$ cat src/rtl/brnch_hzrd_ctrl.sv
// Sequencing controller for the ID-stage branch checker: RAW hazard stalls,
// operand forwarding select, redirect/flush generation and performance counters.
module brnch_hzrd_ctrl #(
    parameter int unsigned CNT_W = 16
) (
    input  logic             clk,
    input  logic             rst,
    input  logic             id_valid,
    input  logic             id_is_brnch,
    input  logic [2:0]       id_rs,
    input  logic             ex_wr_en,
    input  logic             ex_is_load,
    input  logic [2:0]       ex_rd,
    input  logic             mem_wr_en,
    input  logic             mem_is_load,
    input  logic [2:0]       mem_rd,
    input  logic             take_branch,
    input  logic             pipe_freeze,
    input  logic             id_flush,
    input  logic             cnt_clr,
    output logic             stall_if_id,
    output logic             bubble_id_ex,
    output logic [1:0]       fwd_sel,
    output logic             pc_sel_brnch,
    output logic             flush_if_id,
    output logic [CNT_W-1:0] brnch_cnt,
    output logic [CNT_W-1:0] taken_cnt,
    output logic [CNT_W-1:0] stall_cnt
);

    typedef enum logic [1:0] {
        StIdle    = 2'b00,
        StStall   = 2'b01,
        StResolve = 2'b10
    } state_e;

    state_e           state_q, state_d;
    logic [CNT_W-1:0] brnch_cnt_q, taken_cnt_q, stall_cnt_q;
    logic             exm, memm, is_br;
    logic [1:0]       need;
    logic             stall, resolve;

    always_comb begin
        exm   = ex_wr_en & (ex_rd == id_rs);
        memm  = mem_wr_en & (mem_rd == id_rs);
        is_br = id_valid & id_is_brnch;
        if (exm & ex_is_load) begin
            need = 2'd2;
        end else if (exm | (memm & mem_is_load)) begin
            need = 2'd1;
        end else begin
            need = 2'd0;
        end
    end

    always_comb begin
        state_d = state_q;
        stall   = 1'b0;
        resolve = 1'b0;
        case (state_q)
            StIdle: begin
                if (is_br) begin
                    case (need)
                        2'd0: resolve = 1'b1;
                        2'd1: begin
                            stall   = 1'b1;
                            state_d = StResolve;
                        end
                        default: begin
                            stall   = 1'b1;
                            state_d = StStall;
                        end
                    endcase
                end
            end
            StStall: begin
                stall   = 1'b1;
                state_d = StResolve;
            end
            StResolve: begin
                resolve = 1'b1;
                state_d = StIdle;
            end
            default: state_d = StIdle;
        endcase

        if (id_flush) begin
            state_d = StIdle;
            stall   = 1'b0;
            resolve = 1'b0;
        end
        // Freeze wins over flush: the whole pipeline, including this FSM, holds.
        if (pipe_freeze) begin
            state_d = state_q;
            stall   = 1'b0;
            resolve = 1'b0;
        end
        if (rst) begin
            stall   = 1'b0;
            resolve = 1'b0;
        end
    end

    always_comb begin
        stall_if_id  = stall;
        bubble_id_ex = stall;
        pc_sel_brnch = resolve & take_branch;
        flush_if_id  = resolve & take_branch;
        fwd_sel      = 2'b00;
        if (resolve) begin
            if (exm & ~ex_is_load) begin
                fwd_sel = 2'b01;
            end else if (memm) begin
                fwd_sel = 2'b10;
            end
        end
    end

    always_ff @(posedge clk or posedge rst) begin
        if (rst) begin
            state_q     <= StIdle;
            brnch_cnt_q <= '0;
            taken_cnt_q <= '0;
            stall_cnt_q <= '0;
        end else begin
            state_q <= state_d;
            if (cnt_clr) begin
                brnch_cnt_q <= '0;
                taken_cnt_q <= '0;
                stall_cnt_q <= '0;
            end else begin
                // stall/resolve are already zero under freeze, so counters hold.
                if (resolve) begin
                    brnch_cnt_q <= brnch_cnt_q + CNT_W'(1);
                end
                if (resolve & take_branch) begin
                    taken_cnt_q <= taken_cnt_q + CNT_W'(1);
                end
                if (stall) begin
                    stall_cnt_q <= stall_cnt_q + CNT_W'(1);
                end
            end
        end
    end

    assign brnch_cnt = brnch_cnt_q;
    assign taken_cnt = taken_cnt_q;
    assign stall_cnt = stall_cnt_q;

endmodule
$ cat config.mk
export PLATFORM = sky130hd
export DESIGN_NAME = brnch_hzrd_ctrl
export DESIGN_NICKNAME = d
export VERILOG_FILES = /design/src/rtl/brnch_hzrd_ctrl.sv
export SDC_FILE = /design/constraint.sdc
export NUM_CORES = 1
export LEC_CHECK = 0
export CAP_MARGIN = 0
export CORE_UTILIZATION = 54
export DETAILED_ROUTE_END_ITERATION = 16
export GPL_TIMING_DRIVEN = 0
export PLACE_DENSITY = 0.86
export SYNTH_ARGS = -nofsm -noshare
export SYNTH_HDL_FRONTEND = slang
export SYNTH_SLANG_ARGS = --single-unit
$ cat constraint.sdc
create_clock -name clk -period 6.4 [get_ports clk]
set_clock_uncertainty 0.05 [all_clocks]
set_input_delay 0.96 -clock clk [delete_from_list [all_inputs] [get_ports clk]]
set_output_delay 0.96 -clock clk [all_outputs]
set_load 0.1 [all_outputs]
==> flow_summary_export.csv, run 1 <==
group,metric,value,unit
run_status,status,"finished clean",
global_routing,grt_max_degree,43,
layout,n_antenna_cell,0,
synthesis,synth_seq_area_share,40.9,%
floorplan,initial_core_util,55.9,%
sta,worst_pin_slew,1.00,ns
power,leakagePower,1.58,nW
setup_path,rrSetupSlack,3.66,ns
floorplan,fp-row-count,27,
cts,cts.reportedPaths.clkPinSlew,0.09,ns
synthesis,post_synth_xor_area_fraction,7.16,%
layout,share_of_final_layout_standard_cells_stronger_than_drive_strength_1,8.53,%
placed_design,dpl.hpwl,5.96,mm
cts,ctsHoldBuffers,0,
synthesis,synth.cells.most_frequent,"sky130_fd_sc_hd__dfrtp_1 (50), sky130_fd_sc_hd__nor2_1 (42), sky130_fd_sc_hd__nand2_1 (23), sky130_fd_sc_hd__nand4_1 (23)",
synthesis,yosys_warnings,0,
cts,max-clock-path-buffers,2,
cts,resized_after_cts,0,
synthesis,yosys-top-cells-area,"sky130_fd_sc_hd__dfrtp_1 (41%), sky130_fd_sc_hd__mux2_2 (6.6%), sky130_fd_sc_hd__xnor2_1 (5.4%), sky130_fd_sc_hd__nor2_1 (5.2%), sky130_fd_sc_hd__nand4_1 (4.7%)",
hold_path,count_of_cells_along_the_worst_hold_path,2,
synthesis,synth-edff-count,0,
synthesis,synth_simple_gate_area_share,32.3,%
synthesis,synth.cell_area,3060,sq um
placed_design,dpl_cell_area,3910,sq um
hold_path,hold_crit_endpoint,"brnch_cnt[15]$_DFFE_PP0P_",
sta,setup_total_negative_slack,0,ns
synthesis,synth_fa_ha_area_share,1.23,%
drt,drt_wl_total,8.15,mm
power,clock_power_share,37.4,%
synthesis,synthCells,339,
setup_path,cp_data_required_time,5.39,ns
layout,final_design_area_no_fill,4020,sq um
cts,cts_root_cell,"sky130_fd_sc_hd__clkbuf_8",
synthesis,cell_type_contributing_the_most_total_cell_area_after_synthesis,"sky130_fd_sc_hd__dfrtp_1",
setup_path,timing.reg2reg.worst_path_depth,6,
global_routing,antenna_found_initial,0,
cts,cts_post_setup_buffers_inserted,0,
sta,finalSetupViolCount,0,
placed_design,portBuffers,74,
power,combPwrFrac,10.2,%
layout,syn2layout_area_growth,31.6,%
drt,routed_wire_length_per_instance,16.5,microns
synthesis,combinational_family_with_the_most_area_after_synthesis,"simple AND/OR/NAND/NOR gates",
synthesis,asyncSetResetFlopFracSynth,100,%
hold_path,hold_class,"register to register",
setup_path,startpoint_type,"input pin",
cts,clk-insertion-delay-late,0.31,ns
synthesis,netlist.area_leader.share,40.9,%
sta,rsz0062_at_grt,"no",
synthesis,post_synth.cell_area_avg,9.02,sq um
synthesis,synth_cell_type_count,44,
synthesis,post_synth_mux_area_share,7.61,%
setup_path,worst_r2r_endpoint,"taken_cnt[15]$_DFFE_PP0P_",
global_routing,grt_overflow_total,0,
sta,achievable-frequency,189,MHz
floorplan,die_h,77.2,microns
global_routing,first_global_vias,2799,
drt,drtAntennaViolNets,0,
power,power.share.sequential,52.3,%
run,drv.max_cap_violation_count,0,
floorplan,chipWidth,77.2,microns
synthesis,synth_most_common_cell,"sky130_fd_sc_hd__dfrtp_1",
sta,period_needed,5.29,ns
drt,detailedRoute.firstPassIterationCount,5,
floorplan,design.core.area,5470,sq um
setup_path,critPathCaptureType,"output port",
layout,final_core_utilization,73.5,%
power,power.switching_fraction,24.8,%
synthesis,dominantRegCellSynth,"sky130_fd_sc_hd__dfrtp_1",
setup_path,worst_ep_arrival_time,4.28,ns
hold_path,hold_start,"brnch_cnt[15]$_DFFE_PP0P_",
sta,final_count_of_hold_timing_violations,0,
global_routing,grt.total_usage,28.7,%
synthesis,total_of_flip_flops_plus_latches_after_synthesis,50,
power,worst_voltage_drop_across_the_vdd_grid,0.0000834,V
cts,cts_tree,"built",
setup_path,largest_fanout_on_the_critical_path,10,
drt,vias_cell,5.99,
sta,period_share,82.6,%
power,power.switching,0.000150,W
synthesis,postSynthNetCount,363,
floorplan,design.portCount,75,
floorplan,die-area,5970,sq um
placed_design,gp_routability_congestion,0.896,
sta,finalMaxSlewViolations,0,
cts,cts_buffers,5,
layout,fillerInstances,454,
setup_path,critPathKind,"input pin to output port",
drt,post-route-drc-count,0,
power,powerDensity,150,nW/um^2
drt,detailedRoute.firstIterationViolations,336,
setup_path,reg2reg_from,"state_q[0]$_DFFE_PP0P_",
synthesis,compound_cell_area_share_of_the_yosys_netlist,7.33,%
sta,max_slew_headroom,33.0,%
layout,fin_nets,445,
global_routing,first_pass_grt_wire_length,13.6,mm
cts,cts-htree-levels,2,
drt,detailroute.via_count,2959,
cts,cts_num_sinks,50,
power,intPower,0.000455,W
[worst max path at each step]
stage / startpoint / end / cells past startpoint
after floorplan: id_rs[2] / fwd_sel[1] / 4
after global placement: id_flush / stall_if_id / 7
after detailed placement: id_flush / stall_if_id / 7
after CTS: id_flush / stall_if_id / 7
after global routing: pipe_freeze / stall_if_id / 7
final: id_flush / stall_if_id / 7
[area by class of cell]
type,count,area [sq um],area share (%)
Tap cell,72,90.1,2.24
Clock buffer,5,68.8,1.71
Sequential cell,50,1250,31.1
Inverter,5,18.8,0.467
Multi-Input combinational cell,267,1700,42.3
Timing Repair Buffer,75,761,18.9
Buffer,17,87.6,2.18
Clock inverter,3,45.0,1.12
[through the flow]
step | power, W | std cells | setup slack, ns | hold slack [ns]
6_report | 0.000605 | 494 | 1.11 | 0.524
5_1_grt | 0.000626 | 494 | 0.933 | 0.545
4_1_cts | 0.000608 | 494 | 1.15 | 0.525
3_5_place_dp | 0.000384 | 486 | 1.15 | 0.512
3_3_place_gp | 0.000381 | 485 | 1.23 | 0.492
2_1_floorplan | 0.000355 | 339 | 1.39 | 0.496
[metal layers]
| layer | track usage (%) | share of wire (%) | wire length (microns) | up-vias |
|---|---|---|---|---|
| met5 | 0 | 0 | 0 | - |
| met4 | 12.6 | 2.5 | 206 | 0 |
| met3 | 3.81 | 5.2 | 422 | 19 |
| met2 | 48.0 | 50 | 4070 | 110 |
| met1 | 36.9 | 42 | 3460 | 1441 |
| li1 | - | - | - | 1389 |
[power groups by stage]
stage	sequential (W)	clock, W	combinational [W]
2_1_floorplan	0.000325	0	0.0000303
3_3_place_gp	0.000323	0	0.0000581
3_5_place_dp	0.000323	0	0.0000612
4_1_cts	0.000317	0.000230	0.0000615
5_1_grt	0.000317	0.000242	0.0000668
6_report	0.000317	0.000226	0.0000618
[worst max-delay path: stages]
cell and delay [ns]:
sky130_fd_sc_hd__clkdlybuf4s50_1 0.55, sky130_fd_sc_hd__nor4_2 0.77, sky130_fd_sc_hd__and2_1 0.30, sky130_fd_sc_hd__o21ai_1 0.22
sky130_fd_sc_hd__nand2_1 0.22, sky130_fd_sc_hd__buf_4 0.14, sky130_fd_sc_hd__clkdlybuf4s50_1 1.11
[placed cells by master (no fill, tap or decap), types with 10 or more instances in the layout]
master / count
sky130_fd_sc_hd__xnor2_1: 19
sky130_fd_sc_hd__o21ai_0: 10
sky130_fd_sc_hd__a21oi_1: 15
sky130_fd_sc_hd__nor2_1: 42
sky130_fd_sc_hd__nand2_1: 23
sky130_fd_sc_hd__nand4_1: 23
sky130_fd_sc_hd__dfrtp_1: 50
sky130_fd_sc_hd__clkdlybuf4s50_1: 74
sky130_fd_sc_hd__nor4_1: 12
sky130_fd_sc_hd__mux2_2: 18
sky130_fd_sc_hd__nor2b_1: 19
sky130_fd_sc_hd__nand3_1: 19
[state kept, by name, summed over array words and instances (netlist names)]
name       flops
stall_cnt     16
taken_cnt     16
brnch_cnt     16
state_q        2
[kinds of logic after synthesis]
kind of cell,count (synthesis)
adders and majority gates,3
buffers and inverters,22
muxes,21
xor gates and xnor gates,25
AOI/OAI and AO/OA,38
and+or+nand+nor,180
DFF,50
Note: power is estimated with default switching activity, not from simulation.
==> run 2, diff against run 1 <==
--- a/config.mk
+++ b/config.mk
@@ -6,10 +6,10 @@
 export NUM_CORES = 1
 export LEC_CHECK = 0
 export CAP_MARGIN = 0
-export CORE_UTILIZATION = 54
+export CORE_UTILIZATION = 50
 export DETAILED_ROUTE_END_ITERATION = 16
 export GPL_TIMING_DRIVEN = 0
-export PLACE_DENSITY = 0.86
+export PLACE_DENSITY = 0.81
 export SYNTH_ARGS = -nofsm -noshare
 export SYNTH_HDL_FRONTEND = slang
 export SYNTH_SLANG_ARGS = --single-unit
==> constraint.sdc (replaced) <==
create_clock -name clk -period 5.55 [get_ports clk]
set_clock_uncertainty 0.05 [all_clocks]
set_input_delay 0.8325 -clock clk [delete_from_list [all_inputs] [get_ports clk]]
set_output_delay 0.8325 -clock clk [all_outputs]
set_load 0.1 [all_outputs]
==> run 2 against run 1 <==
Against the previous run: sequential power up 15%; wire length shrank 1.9%; worst setup slack got worse by 0.66 ns; critical path depth unchanged; sequential share of layout area about the same; register-to-register slack worse by 0.85 ns; combinational power rose by 15%; hold slack worse by 0.0037 ns; cell count increased by 0.40%; global-route usage is 1.9 points lower; die area rose by 7.8%; critical endpoint unchanged; largest cell class unchanged.
==> flow_summary_export.csv, run 2 (synthesis results as in run 1) <==
group,metric,value,unit
setup_path,startpoint_type,"input pin",
sta,period_share,91.9,%
setup_path,timing.critical_path.max_delay_family,"buffers and inverters",
floorplan,fp-row-count,28,
placed_design,post-place-cells,489,
layout,share_of_final_layout_standard_cells_stronger_than_drive_strength_1,8.31,%
sta,period_needed,5.10,ns
layout,fillerInstances,486,
setup_path,cp_cell_sequence,"clkdlybuf4s50_1 > nor4_2 > and2_1 > o21ai_1 > nand2_1 > buf_4 > clkdlybuf4s50_1",
layout,n_antenna_cell,0,
cts,cts.reportedPaths.clkPinSlew,0.09,ns
sta,finalMaxSlewViolations,0,
setup_path,crit_path_frequent_cell,"sky130_fd_sc_hd__clkdlybuf4s50_1",
cts,ctsHoldBuffers,0,
drt,drtAntennaViolNets,0,
run,drv.max_cap_violation_count,0,
sta,rsz0062_at_grt,"no",
power,worst_voltage_drop_across_the_vdd_grid,0.000134,V
cts,cts_root_cell,"sky130_fd_sc_hd__clkbuf_8",
setup_path,critPathCaptureType,"output port",
cts,cts_tree,"built",
layout,fin_nets,445,
layout,mostFrequentLayoutCell,"sky130_fd_sc_hd__clkdlybuf4s50_1",
cts,cts_buffers,5,
cts,cts-htree-levels,2,
sta,achievable-frequency,196,MHz
layout,mostFrequentLayoutCells,"sky130_fd_sc_hd__clkdlybuf4s50_1 (74), sky130_fd_sc_hd__dfrtp_1 (50), sky130_fd_sc_hd__nor2_1 (42)",
sta,final_count_of_hold_timing_violations,0,
floorplan,die_h,80.2,microns
drt,detailedRoute.firstIterationViolations,259,
drt,detailedRoute.firstPassIterationCount,4,
cts,max-clock-path-buffers,2,
placed_design,dpl.hpwl,5.83,mm
floorplan,design.core.area,5920,sq um
sta,max_slew_headroom,33.9,%
cts,cts_post_setup_buffers_inserted,0,
cts,clk-insertion-delay-late,0.31,ns
cts,cts_num_sinks,50,
power,powerDensity,175,nW/um^2
placed_design,gp_routability_congestion,0.836,
layout,post_route_insts_no_fill,496,
floorplan,die-area,6430,sq um
hold_path,count_of_cells_along_the_worst_hold_path,2,
setup_path,reg2reg_from,"state_q[0]$_DFFE_PP0P_",
hold_path,hold_class,"register to register",
setup_path,timing.reg2reg.worst_path_depth,6,
setup_path,worst_r2r_endpoint,"taken_cnt[15]$_DFFE_PP0P_",
placed_design,portBuffers,74,
setup_path,path_buf_inv,3,
setup_path,cp_data_required_time,4.67,ns
global_routing,grt_max_degree,31,
global_routing,grt_overflow_total,0,
global_routing,antenna_found_initial,0,
global_routing,first_global_vias,2811,
hold_path,hold_start,"brnch_cnt[15]$_DFFE_PP0P_",
layout,syn2layout_area_growth,31.6,%
drt,drt_wl_total,8.00,mm
global_routing,grt.total_usage,26.8,%
drt,routed_wire_length_per_instance,16.1,microns
drt,detailroute.via_count,2920,
setup_path,crit_slowest_cell,"sky130_fd_sc_hd__clkdlybuf4s50_1",
floorplan,design.portCount,75,
drt,vias_cell,5.89,
setup_path,critical-path-max-stage-delay,1.11,ns
global_routing,first_pass_grt_wire_length,13.3,mm
floorplan,chipWidth,80.2,microns
setup_path,rrSetupSlack,2.81,ns
power,leakagePower,1.59,nW
run_status,status,"finished clean",
sta,worst_pin_slew,0.989,ns
hold_path,hold_crit_endpoint,"brnch_cnt[15]$_DFFE_PP0P_",
sta,finalSetupViolCount,0,
setup_path,worst_ep_arrival_time,4.22,ns
sta,setup_total_negative_slack,0,ns
cts,resized_after_cts,0,
setup_path,critPathKind,"input pin to output port",
floorplan,initial_core_util,51.6,%
drt,post-route-drc-count,0,
setup_path,largest_fanout_on_the_critical_path,10,
## run 2: cell types whose count changed in the layout (fill, tap and decap cells not counted), sizes merged
cell / previous run / this run
clkinvlp: 2 / 0
clkbuf: 14 / 15
## run 2: tightest hold or removal path, cell delays in order (launching register included)
cell                      delay, ns
sky130_fd_sc_hd__dfrtp_1       0.39
sky130_fd_sc_hd__o21ai_0       0.08
sky130_fd_sc_hd__a21oi_1       0.06
## run 2: final cells by class
class                   count  area, sq um  share of cell area [%]
multi-input cells         267         1700                    42.2
flip-flops and latches     50         1250                    31.1
repair buffers             75          761                    18.9
well taps                  75         93.8                    2.33
plain buffers              17         87.6                    2.18
clock buffers               6         82.6                    2.05
clock inverters             1         30.0                   0.746
inverters                   5         18.8                   0.466
## run 2: power by group
group | internal (W) | total, W | switching [W]
registers | 0.000364 | 0.000365 | 0.000000662
clock network | 0.000144 | 0.000269 | 0.000124
logic | 0.0000259 | 0.0000713 | 0.0000454
## run 2: stage by stage
| step | instance area, sq um | hold slack [ns] | utilization (%) | total power, W | worst slack, ns |
|---|---|---|---|---|---|
| floorplan | 3060 | 0.496 | - | 0.000409 | 0.792 |
| global route | 4020 | 0.552 | 68.0 | 0.000729 | 0.339 |
| global placement | 3890 | 0.491 | 65.7 | 0.000440 | 0.628 |
| CTS | 4020 | 0.526 | 68.0 | 0.000708 | 0.554 |
| finish | 4020 | 0.520 | 68.0 | 0.000705 | 0.451 |
| detailed placement | 3910 | 0.512 | 66.1 | 0.000443 | 0.549 |
## run 2: routing by layer
layer	vias up	GRT usage, %	share of wire, %
met5	-	0	0
met4	0	10.4	1.8
met3	17	3.75	5.0
met1	1415	35.4	45
met2	100	44.4	49
li1	1388	-	-
## run 2: how the worst max path moves through the flow
stage,to,depth (start not counted),startpoint
final,stall_if_id,7,id_flush
after global routing,stall_if_id,7,id_flush
after CTS,stall_if_id,7,id_flush
after detailed placement,stall_if_id,7,id_flush
after global placement,stall_if_id,7,id_flush
after floorplan,fwd_sel[1],4,id_rs[2]
==> run 3, diff against run 2 <==
--- a/config.mk
+++ b/config.mk
@@ -5,7 +5,6 @@
 export SDC_FILE = /design/constraint.sdc
 export NUM_CORES = 1
 export LEC_CHECK = 0
-export CAP_MARGIN = 0
 export CORE_UTILIZATION = 50
 export DETAILED_ROUTE_END_ITERATION = 16
 export GPL_TIMING_DRIVEN = 0
==> results of run 3 <==
The final DEF is identical to that of run 2; final timing and power are the same.
